File: src/rtl/demux1to2_stream_if.sv
// Stream bundle for demux1to2_stream: one input stream and two output streams.
// master = the side feeding the input and sinking both outputs; slave = the demux.
interface demux1to2_stream_if #(
  parameter int WIDTH = 8
);
  logic [WIDTH-1:0] in_data;
  logic             in_last;
  logic             in_valid;
  logic             in_ready;

  logic [WIDTH-1:0] out0_data;
  logic             out0_last;
  logic             out0_valid;
  logic             out0_ready;

  logic [WIDTH-1:0] out1_data;
  logic             out1_last;
  logic             out1_valid;
  logic             out1_ready;

  modport master (
    output in_data, in_last, in_valid,
    input  in_ready,
    input  out0_data, out0_last, out0_valid,
    output out0_ready,
    input  out1_data, out1_last, out1_valid,
    output out1_ready
  );

  modport slave (
    input  in_data, in_last, in_valid,
    output in_ready,
    output out0_data, out0_last, out0_valid,
    input  out0_ready,
    output out1_data, out1_last, out1_valid,
    input  out1_ready
  );
endinterface

File: src/rtl/demux1to2_stream.sv
// Registered 1-to-2 stream demultiplexer. The destination is chosen by s on the
// first beat of a packet and locked until its last beat; each output has a one-entry register.
module demux1to2_stream #(
  parameter int WIDTH = 8
) (
  input  logic                clk,
  input  logic                rst_n,
  input  logic                s,
  output logic                busy,
  demux1to2_stream_if.slave   bus
);

  typedef enum logic [1:0] {IDLE, LOCK0, LOCK1} state_t;

  state_t           state;
  state_t           state_nxt;
  logic             dest;
  logic             ready_c;
  logic             xfer;

  logic             valid0;
  logic             last0;
  logic [WIDTH-1:0] data0;
  logic             valid1;
  logic             last1;
  logic [WIDTH-1:0] data1;

  // in_ready depends on state, s and the selected sink only, never on in_valid.
  always_comb begin
    dest      = 1'b0;
    state_nxt = state;
    unique case (state)
      IDLE:    dest = s;
      LOCK0:   dest = 1'b0;
      LOCK1:   dest = 1'b1;
      default: dest = 1'b0;
    endcase
    ready_c = dest ? (~valid1 | bus.out1_ready) : (~valid0 | bus.out0_ready);
    xfer    = bus.in_valid & ready_c;
    if (xfer) begin
      if (bus.in_last) state_nxt = IDLE;
      else             state_nxt = dest ? LOCK1 : LOCK0;
    end
  end

  always_ff @(posedge clk or negedge rst_n) begin
    if (!rst_n) state <= IDLE;
    else        state <= state_nxt;
  end

  always_ff @(posedge clk or negedge rst_n) begin
    if (!rst_n) begin
      valid0 <= 1'b0;
      last0  <= 1'b0;
      data0  <= '0;
    end else if (xfer && !dest) begin
      valid0 <= 1'b1;
      last0  <= bus.in_last;
      data0  <= bus.in_data;
    end else if (bus.out0_ready) begin
      valid0 <= 1'b0;
    end
  end

  always_ff @(posedge clk or negedge rst_n) begin
    if (!rst_n) begin
      valid1 <= 1'b0;
      last1  <= 1'b0;
      data1  <= '0;
    end else if (xfer && dest) begin
      valid1 <= 1'b1;
      last1  <= bus.in_last;
      data1  <= bus.in_data;
    end else if (bus.out1_ready) begin
      valid1 <= 1'b0;
    end
  end

  assign bus.in_ready   = ready_c;
  assign bus.out0_valid = valid0;
  assign bus.out0_last  = last0;
  assign bus.out0_data  = data0;
  assign bus.out1_valid = valid1;
  assign bus.out1_last  = last1;
  assign bus.out1_data  = data1;
  assign busy           = (state != IDLE);

endmodule
File: src/flat_wrapper.sv
// flat-port wrapper written by rule: the top's interface ports become plain ports
module demux1to2_stream_flat 
#(
  parameter int WIDTH = 8
)
  (clk, rst_n, s, busy, bus_in_data, bus_in_last, bus_in_valid, bus_in_ready, bus_out0_data, bus_out0_last, bus_out0_valid, bus_out0_ready, bus_out1_data, bus_out1_last, bus_out1_valid, bus_out1_ready);
  demux1to2_stream_if #(.WIDTH(WIDTH)) bus_i ();
  input  logic clk;
  input  logic rst_n;
  input  logic s;
  output logic busy;
  input wire logic [$bits(bus_i.in_data)-1:0] bus_in_data;
  input wire logic [$bits(bus_i.in_last)-1:0] bus_in_last;
  input wire logic [$bits(bus_i.in_valid)-1:0] bus_in_valid;
  output wire logic [$bits(bus_i.in_ready)-1:0] bus_in_ready;
  output wire logic [$bits(bus_i.out0_data)-1:0] bus_out0_data;
  output wire logic [$bits(bus_i.out0_last)-1:0] bus_out0_last;
  output wire logic [$bits(bus_i.out0_valid)-1:0] bus_out0_valid;
  input wire logic [$bits(bus_i.out0_ready)-1:0] bus_out0_ready;
  output wire logic [$bits(bus_i.out1_data)-1:0] bus_out1_data;
  output wire logic [$bits(bus_i.out1_last)-1:0] bus_out1_last;
  output wire logic [$bits(bus_i.out1_valid)-1:0] bus_out1_valid;
  input wire logic [$bits(bus_i.out1_ready)-1:0] bus_out1_ready;
  assign bus_i.in_data = bus_in_data;
  assign bus_i.in_last = bus_in_last;
  assign bus_i.in_valid = bus_in_valid;
  assign bus_in_ready = bus_i.in_ready;
  assign bus_out0_data = bus_i.out0_data;
  assign bus_out0_last = bus_i.out0_last;
  assign bus_out0_valid = bus_i.out0_valid;
  assign bus_i.out0_ready = bus_out0_ready;
  assign bus_out1_data = bus_i.out1_data;
  assign bus_out1_last = bus_i.out1_last;
  assign bus_out1_valid = bus_i.out1_valid;
  assign bus_i.out1_ready = bus_out1_ready;
  demux1to2_stream #(.WIDTH(WIDTH)) u_core (.clk(clk), .rst_n(rst_n), .s(s), .busy(busy), .bus(bus_i));
endmodule
File: config.mk
export PLATFORM = sky130hd
export DESIGN_NAME = demux1to2_stream_flat
export DESIGN_NICKNAME = d
export VERILOG_FILES = /design/src/rtl/demux1to2_stream_if.sv /design/src/rtl/demux1to2_stream.sv /design/src/flat_wrapper.sv
export SDC_FILE = /design/constraint.sdc
export NUM_CORES = 1
export LEC_CHECK = 0
export ABC_AREA = 1
export ABC_CLOCK_PERIOD_IN_PS = 3150
export CAP_MARGIN = 30
export CORE_MARGIN = 2
export CORE_UTILIZATION = 35
export CTS_CLUSTER_DIAMETER = 150
export DETAILED_ROUTE_END_ITERATION = 16
export PLACE_DENSITY = 0.66
export SLEW_MARGIN = 20
export SYNTH_ARGS = -nofsm -noshare
export SYNTH_HDL_FRONTEND = slang
export SYNTH_SLANG_ARGS = --single-unit
export TNS_END_PERCENT = 1
File: constraint.sdc
create_clock -name clk -period 3.15 [get_ports clk]
set_input_delay 0.315 -clock clk [delete_from_list [all_inputs] [get_ports clk]]
set_output_delay 0.315 -clock clk [all_outputs]
set_load 0.03 [all_outputs]
==> results.json, run 1 <==
{
  "ir_worst_vdd_v": 0.000426,
  "pin_count": 37,
  "setup_viol": 0,
  "ctsResizeCount": 0,
  "wl_per_cell_um": 11.5,
  "ys_warn_count": 0,
  "dp_hpwl_um": 1560,
  "power_mw": 1.16,
  "fmax_ghz": 0.461,
  "path_class": "input port to output pin",
  "required_ns": 2.83,
  "final.fill_count": 255,
  "dpl_cell_area_um2": 1320,
  "syn2layout_area_growth_pct": 40.8,
  "antenna_found_initial": 0,
  "slew_headroom_pct": 69.4,
  "cts_sinks": 22,
  "stdcell_count": 176,
  "netlist_instances": 109,
  "status": "finished clean",
  "ant_nets": 0,
  "rows": 19,
  "critPathArrivalTime_ns": 1.86,
  "end_kind": "output pin",
  "slew_viol_final": 0,
  "rsz0062_at_grt": "false",
  "drt_pre_antenna_iters": 4,
  "grt_pass1_vias": 775,
  "cts_hold_buf": 0,
  "diodes": 0,
  "slowest_stage": "clkdlybuf4s50_1",
  "place.gp.congestion": 0.708,
  "maxCapViolCount": 0,
  "utilization_pct": 50.4,
  "track_usage_pct": 13.7,
  "coreArea_um2": 2690,
  "drt_iter0_drc": 25,
  "post_cts.repair.setup_buffers": 0,
  "overflow": 0,
  "hold_viol": 0,
  "fin_crit_sh_pct": 68.9,
  "routed_wl_um": 2020,
  "cts.htree.levels": 1,
  "synth.distinct_cells": 18,
  "min_path_type": "input port to asynchronous set/reset pin",
  "ys_seq_area_share_pct": 57.2,
  "die_area_um2": 3180,
  "r2r-start": "u_core.bus.out1_valid",
  "cts-buffers-inserted": 3,
  "port_buffers": 36,
  "cts.path.max_buffers": 2,
  "cpMostUsedCell": "clkdlybuf4s50_1",
  "cp-startpoint": "s",
  "syn_avg_cell_area_um2": 8.83,
  "via_count": 831,
  "fin_worst_skew_ns": 0.00334,
  "slowest_delay_ns": 0.71,
  "crit_fanout": 5,
  "tns_ns": 0,
  "grt_max_degree": 23,
  "worstRegToRegCells": 6,
  "cts.clk_slew.worst_paths_ns": 0.11,
  "fp.dieH_um": 56.4,
  "start_util_pct": 35.8,
  "clkLatencyLatePin_ns": 0.29,
  "p_per_area_nw_per_um2": 854,
  "syn_nets": 124,
  "worst_pin_slew_ns": 0.458,
  "cp-start-kind": "input port",
  "root_buffer": "clkbuf_4",
  "p_leak_nw": 0.679,
  "drcViolationCount": 0,
  "cts_tree": "built",
  "design_area_um2": 1360,
  "syn-cell-area_um2": 962,
  "drive_above_1_share_pct": 8.97,
  "nets": 162,
  "ys_ff_latch": 22,
  "via_per_inst": 4.72,
  "fin_crit_ns": 2.17,
  "dpl.cell_count": 172,
  "grt_pass1_wl_um": 3450,
  "dieWidth_um": 56.4,
  "path_cells": "clkdlybuf4s50_1, inv_1, nand2_2, nand2_4, o21ai_0, clkdlybuf4s50_1"
}
## worst max-delay path: cells and delay by family
family | cells | cell delay [ns]
compound gates | 1 | 0.17
simple gates | 2 | 0.15
buf+inv | 3 | 1.21
## cells in the final DEF (no fill, tap or decap)
master and count:
buf_6 1, clkbuf_4 3, clkdlybuf4s50_1 36, clkinv_2 1, dfrtp_1 22, inv_1 7
inv_2 2, nand2_1 53, nand2_2 1, nand2_4 1, nand3_1 2, nand3_2 2
nand4_1 10, nor2_1 1, nor2_2 1, o21ai_0 1, o21ai_2 1
## registers in the layout (all words and copies together) (netlist names)
name	cells
u_core.bus.out0_data	8
u_core.bus.out0_last	1
u_core.bus.out0_valid	1
u_core.bus.out1_data	8
u_core.bus.out1_last	1
u_core.bus.out1_valid	1
u_core.state	2
## worst paths after layout
kind	to	slack [ns]
min in group clk	u_core.bus.out1_data[7]	0.48
setup reg to reg	u_core.bus.out1_data[0]	1.86
hold reg to reg	u_core.bus.out1_data[7]	0.48
setup / recovery	bus_in_ready	0.98
hold / removal	u_core.bus.out1_data[2]	0.30
max in group asynchronous	u_core.bus.out0_data[1]	2.40
## per-stage QoR
step	setup slack [ns]	hold slack (ns)
after floorplan	1.53	0.0194
after global placement	1.05	0.459
after detailed placement	0.957	0.459
after CTS	0.952	0.487
after global routing	0.933	0.301
final	0.980	0.296
## power breakdown
part           switching, mW  internal, mW  total [mW]
Clock                 0.0757        0.0444       0.120
Sequential            0.0549         0.380       0.435
Combinational          0.362         0.240       0.602
## Yosys cell counts
master | number | share of area (%)
nand2_1 | 53 | 21
inv_2 | 2 | 0.78
nand3_2 | 2 | 2.1
buf_6 | 1 | 1.2
clkbuf_8 | 1 | 1.4
dfrtp_1 | 22 | 57
buf_4 | 1 | 0.78
o21ai_2 | 1 | 0.91
nand2_2 | 1 | 0.65
nand4_1 | 10 | 6.5
clkinv_2 | 1 | 0.52
inv_1 | 7 | 2.7
nor2_2 | 1 | 0.65
o21ai_0 | 1 | 0.52
nand2_4 | 1 | 1.2
nor2_1 | 1 | 0.39
clkbuf_4 | 1 | 0.78
nand3_1 | 2 | 1.0
## metal layers
metal / vias up / global-route usage, % / part of all wire (%)
met5: - / 0 / 0
met4: 0 / 5.10 / 0.64
met3: 2 / 2.53 / 4.2
met2: 22 / 21.6 / 47
met1: 390 / 18.9 / 48
li1: 417 / - / -
## layout make-up
type / instances / area, µm² / share of cell area [%]
clock buffer: 3 / 22.5 / 1.66
inverter: 10 / 38.8 / 2.86
multi-input combinational: 73 / 333 / 24.6
sequential: 22 / 551 / 40.6
tap: 31 / 38.8 / 2.86
timing repair buffer: 37 / 372 / 27.4
## logic make-up after synthesis
family / share of synthesized area (%)
flops: 57.2
simple gates: 33.2
compound gates: 1.43
buf+inv: 8.19
No activity file was read; power rests on OpenSTA's default activity.
==> inputs of run 2 (changes only) <==
--- a/config.mk
+++ b/config.mk
@@ -6,7 +6,7 @@
 export NUM_CORES = 1
 export LEC_CHECK = 0
 export ABC_AREA = 1
-export ABC_CLOCK_PERIOD_IN_PS = 3150
+export ABC_CLOCK_PERIOD_IN_PS = 2180
 export CAP_MARGIN = 30
 export CORE_MARGIN = 2
 export CORE_UTILIZATION = 35
==> constraint.sdc (replaced) <==
create_clock -name clk -period 2.18 [get_ports clk]
set_input_delay 0.218 -clock clk [delete_from_list [all_inputs] [get_ports clk]]
set_output_delay 0.218 -clock clk [all_outputs]
set_load 0.03 [all_outputs]
==> results.json, run 2 (same netlist as run 1, synthesis figures left out) <==
{
  "status": "finished clean",
  "most-common-layout-cells": "nand2_1, clkdlybuf4s50_1, dfrtp_1",
  "switchingPower_mw": 0.704,
  "start_util_pct": 35.8,
  "grt_max_degree": 23,
  "power_frac_clock_pct": 10.2,
  "root_buffer": "clkbuf_4",
  "drt_iter0_drc": 33,
  "die_area_um2": 3180,
  "grt_pass1_wl_um": 3570,
  "routed_wl_um": 2020,
  "critPathArrivalTime_ns": 1.72,
  "end_kind": "output pin",
  "maxCapViolCount": 0,
  "drive_above_1_share_pct": 9.59,
  "track_usage_pct": 13.9,
  "syn2layout_area_growth_pct": 41.2,
  "cts-buffers-inserted": 3,
  "drt_pre_antenna_iters": 4,
  "ff_latch_area_um2": 551,
  "switching_share_pct": 42.3,
  "cts.htree.levels": 1,
  "fin_crit_ns": 1.94,
  "cts_sinks": 22,
  "slew_headroom_pct": 76.1,
  "coreArea_um2": 2690,
  "required_ns": 1.96,
  "stdcell_count": 177,
  "fp.dieH_um": 56.4,
  "slew_viol_final": 0,
  "cts.clk_slew.worst_paths_ns": 0.11,
  "via_per_inst": 4.54,
  "dieWidth_um": 56.4,
  "via_count": 804,
  "p_leak_nw": 0.683,
  "drcViolationCount": 0,
  "dpl.cell_count": 174,
  "power_frac_comb_pct": 52.2,
  "p_per_area_nw_per_um2": 1230,
  "min_path_type": "input port to asynchronous set/reset pin",
  "clkLatencyLatePin_ns": 0.29,
  "place.gp.congestion": 0.710,
  "rows": 19,
  "final.hold.worst_slack_ns": 0.260,
  "antenna_found_initial": 0,
  "cts_hold_buf": 0,
  "timing.final.ws_setup_ns": 0.238,
  "crit_fanout": 5,
  "ctsResizeCount": 0,
  "path_class": "flip-flop to output pin",
  "final_common_cell": "nand2_1",
  "setup_viol": 0,
  "cts_tree": "built",
  "diodes": 0,
  "hold_viol": 0,
  "cp-start-kind": "flip-flop",
  "wl_per_cell_um": 11.4,
  "p_seq_share_pct": 37.6,
  "pin_count": 37,
  "ant_nets": 0,
  "final.fill_count": 276,
  "post_cts.repair.setup_buffers": 0,
  "fin_crit_sh_pct": 89.1,
  "fin_worst_skew_ns": 0.00765,
  "p_int_mw": 0.961,
  "multi_input_area_um2": 333,
  "dp_slack_ns": 0.246,
  "cts.path.max_buffers": 2,
  "rsz0062_at_grt": "false",
  "nets": 163,
  "worst_pin_slew_ns": 0.358,
  "ir_worst_vdd_v": 0.000682,
  "overflow": 0,
  "port_buffers": 36,
  "tns_ns": 0,
  "grt_pass1_vias": 792,
  "fmax_ghz": 0.515,
  "dp_hpwl_um": 1580
}
-- run 2: power groups by stage --
stage | Clock [mW] | Sequential [mW] | Combinational [mW]
2_1_floorplan | 0 | 0.903 | 0.245
3_3_place_gp | 0 | 0.633 | 0.868
3_5_place_dp | 0 | 0.636 | 0.874
4_1_cts | 0.181 | 0.630 | 0.878
5_1_grt | 0.198 | 0.648 | 0.934
6_report | 0.169 | 0.626 | 0.869
-- run 2: final timing paths --
path / start / endpoint / slack, ns / depth (start not counted)
setup / recovery: u_core.state[0] / bus_in_ready / 0.24 / 4
hold / removal: rst_n / u_core.bus.out0_data[3] / 0.26 / 2
setup reg to reg: u_core.bus.out1_valid / u_core.bus.out1_data[3] / 0.91 / 6
hold reg to reg: u_core.bus.out1_last / u_core.bus.out1_last / 0.48 / 2
max in group asynchronous: rst_n / u_core.bus.out1_data[3] / 1.70 / 2
min in group clk: u_core.bus.out1_last / u_core.bus.out1_last / 0.48 / 2
-- run 2: final cells by class --
class | count | share of cell area (%)
multi-input cells | 73 | 24.5
clock buffers | 3 | 1.66
well taps | 31 | 2.85
inverters | 10 | 2.85
flip-flops and latches | 22 | 40.5
repair buffers | 38 | 27.6
-- run 2: metrics by stage --
| step | area (µm²) | utilization [%] | total power, mW |
|---|---|---|---|
| after floorplan | 962 | - | 1.15 |
| after global placement | 1340 | 49.7 | 1.50 |
| after detailed placement | 1340 | 49.7 | 1.51 |
| after CTS | 1360 | 50.6 | 1.69 |
| after global routing | 1360 | 50.6 | 1.78 |
| final | 1360 | 50.6 | 1.66 |
-- run 2: worst max-delay path: stages, from the launching register on --
cell	delay, ns
dfrtp_1	0.39
inv_1	0.13
nand2_4	0.08
o21ai_0	0.15
clkdlybuf4s50_1	0.69
-- run 2: routing by layer --
metal  up-vias  track usage [%]  routed length, µm
met5         -                0                  0
met4         0             4.76                 12
met3         2             3.23                 81
met2        15             21.9                964
met1       369             18.7                957
li1        418                -                  -
==> inputs of run 3 (changes only) <==
--- a/config.mk
+++ b/config.mk
@@ -12,9 +12,9 @@
 export CORE_UTILIZATION = 35
 export CTS_CLUSTER_DIAMETER = 150
 export DETAILED_ROUTE_END_ITERATION = 16
+export MAX_ROUTING_LAYER = met4
 export PLACE_DENSITY = 0.66
 export SLEW_MARGIN = 20
 export SYNTH_ARGS = -nofsm -noshare
 export SYNTH_HDL_FRONTEND = slang
 export SYNTH_SLANG_ARGS = --single-unit
-export TNS_END_PERCENT = 1
==> results.json, run 3 (same netlist as run 1, synthesis figures left out) <==
{
  "status": "finished clean",
  "via_per_inst": 4.54,
  "via_count": 804,
  "cts_tree": "built",
  "dp_hpwl_um": 1580,
  "crit_family": "buffers and inverters",
  "utilization_pct": 50.6,
  "place.gp.congestion": 0.718,
  "rows": 19,
  "ctsResizeCount": 0,
  "most-common-layout-cells": "nand2_1, clkdlybuf4s50_1, dfrtp_1",
  "worst_pin_slew_ns": 0.358,
  "r2r_end": "u_core.bus.out1_data[3]",
  "path_cells": "inv_1, nand2_4, o21ai_0, clkdlybuf4s50_1",
  "drcViolationCount": 0,
  "nets": 163,
  "maxCapViolCount": 0,
  "coreArea_um2": 2690,
  "ir_worst_vdd_v": 0.000682,
  "p_per_area_nw_per_um2": 1230,
  "overflow": 0,
  "dieWidth_um": 56.4,
  "grt_pass1_wl_um": 3570,
  "track_usage_pct": 14.3,
  "die_area_um2": 3180,
  "port_buffers": 36,
  "slew_viol_final": 0,
  "start_util_pct": 35.8,
  "syn2layout_area_growth_pct": 41.2,
  "wl_per_cell_um": 11.4,
  "drt_pre_antenna_iters": 4,
  "p_leak_nw": 0.683,
  "design_area_um2": 1360,
  "tns_ns": 0,
  "path_buf_inv": 2,
  "cts_sinks": 22,
  "min_path_type": "input port to asynchronous set/reset pin",
  "cp-startpoint": "u_core.state[0]",
  "grt_max_degree": 23,
  "fin_crit_sh_pct": 89.1,
  "fp.dieH_um": 56.4,
  "routed_wl_um": 2020,
  "slowest_delay_ns": 0.69,
  "diodes": 0,
  "cp.depth": 4,
  "slowest_stage": "clkdlybuf4s50_1",
  "setup_viol": 0,
  "r2r-start": "u_core.bus.out1_valid",
  "grt_pass1_vias": 792,
  "required_ns": 1.96,
  "cts.path.max_buffers": 2,
  "slew_headroom_pct": 76.1,
  "ant_nets": 0,
  "pin_count": 37,
  "critPathArrivalTime_ns": 1.72,
  "clkLatencyLatePin_ns": 0.29,
  "final_common_cell": "nand2_1",
  "cp-start-kind": "flip-flop",
  "cts.htree.levels": 1,
  "crit_end": "bus_in_ready",
  "rsz0062_at_grt": "false",
  "fin_crit_ns": 1.94,
  "reg2reg_slack_ns": 0.91,
  "crit_fanout": 5,
  "cts-buffers-inserted": 3,
  "post_cts.repair.setup_buffers": 0,
  "dpl_cell_area_um2": 1340,
  "drive_above_1_share_pct": 9.59,
  "path_class": "flip-flop to output pin",
  "end_kind": "output pin",
  "fin_worst_skew_ns": 0.00765,
  "drt_iter0_drc": 33,
  "cts_hold_buf": 0,
  "antenna_found_initial": 0,
  "fmax_ghz": 0.515,
  "cts.clk_slew.worst_paths_ns": 0.11,
  "root_buffer": "clkbuf_4",
  "worstRegToRegCells": 6,
  "hold_viol": 0
}
-- run 3: cell counts in the layout (fill, tap and decap cells not counted) --
Identical to the previous run, type by type.
-- run 3: final cells by class --
type | count | area, µm²
inverter | 10 | 38.8
sequential | 22 | 551
clock buffer | 3 | 22.5
tap | 31 | 38.8
timing repair buffer | 38 | 375
multi-input combinational | 73 | 333
fill | 276 | 1330
-- run 3: how the worst min path moves through the flow --
| stage | slack (ns) | cells past startpoint | end |
|---|---|---|---|
| floorplan | -0.08 | 0 | u_core.bus.out0_data[0] |
| global placement | 0.46 | 2 | u_core.bus.out1_data[3] |
| detailed placement | 0.46 | 2 | u_core.bus.out1_data[2] |
| CTS | 0.26 | 2 | u_core.bus.out0_data[4] |
| global route | 0.28 | 2 | u_core.bus.out1_data[1] |
| finish | 0.26 | 2 | u_core.bus.out0_data[3] |
-- run 3: metrics by stage --
step	hold slack (ns)	power [mW]	setup slack [ns]	instances
floorplan	-0.0776	1.15	0.658	109
finish	0.260	1.67	0.238	177
CTS	0.263	1.69	0.203	177
global route	0.279	1.78	0.150	177
detailed placement	0.458	1.51	0.246	174
global placement	0.459	1.50	0.275	174
-- run 3: routing by layer --
metal / vias to the layer above / track usage (%) / routed length (µm) / part of all wire [%]
li1: 418 / - / - / -
met4: 0 / 4.76 / 12 / 0.60
met1: 369 / 18.9 / 965 / 48
met5: - / - / 0 / 0
met2: 15 / 21.9 / 964 / 48
met3: 2 / 3.00 / 73 / 3.6
-- run 3: report_power, final --
part           switching, mW  total [mW]  internal (mW)  leakage (nW)
clock network          0.105       0.169         0.0641        0.0138
registers             0.0770       0.626          0.549         0.274
logic                  0.522       0.869          0.348         0.395
total                  0.704        1.67          0.961         0.683
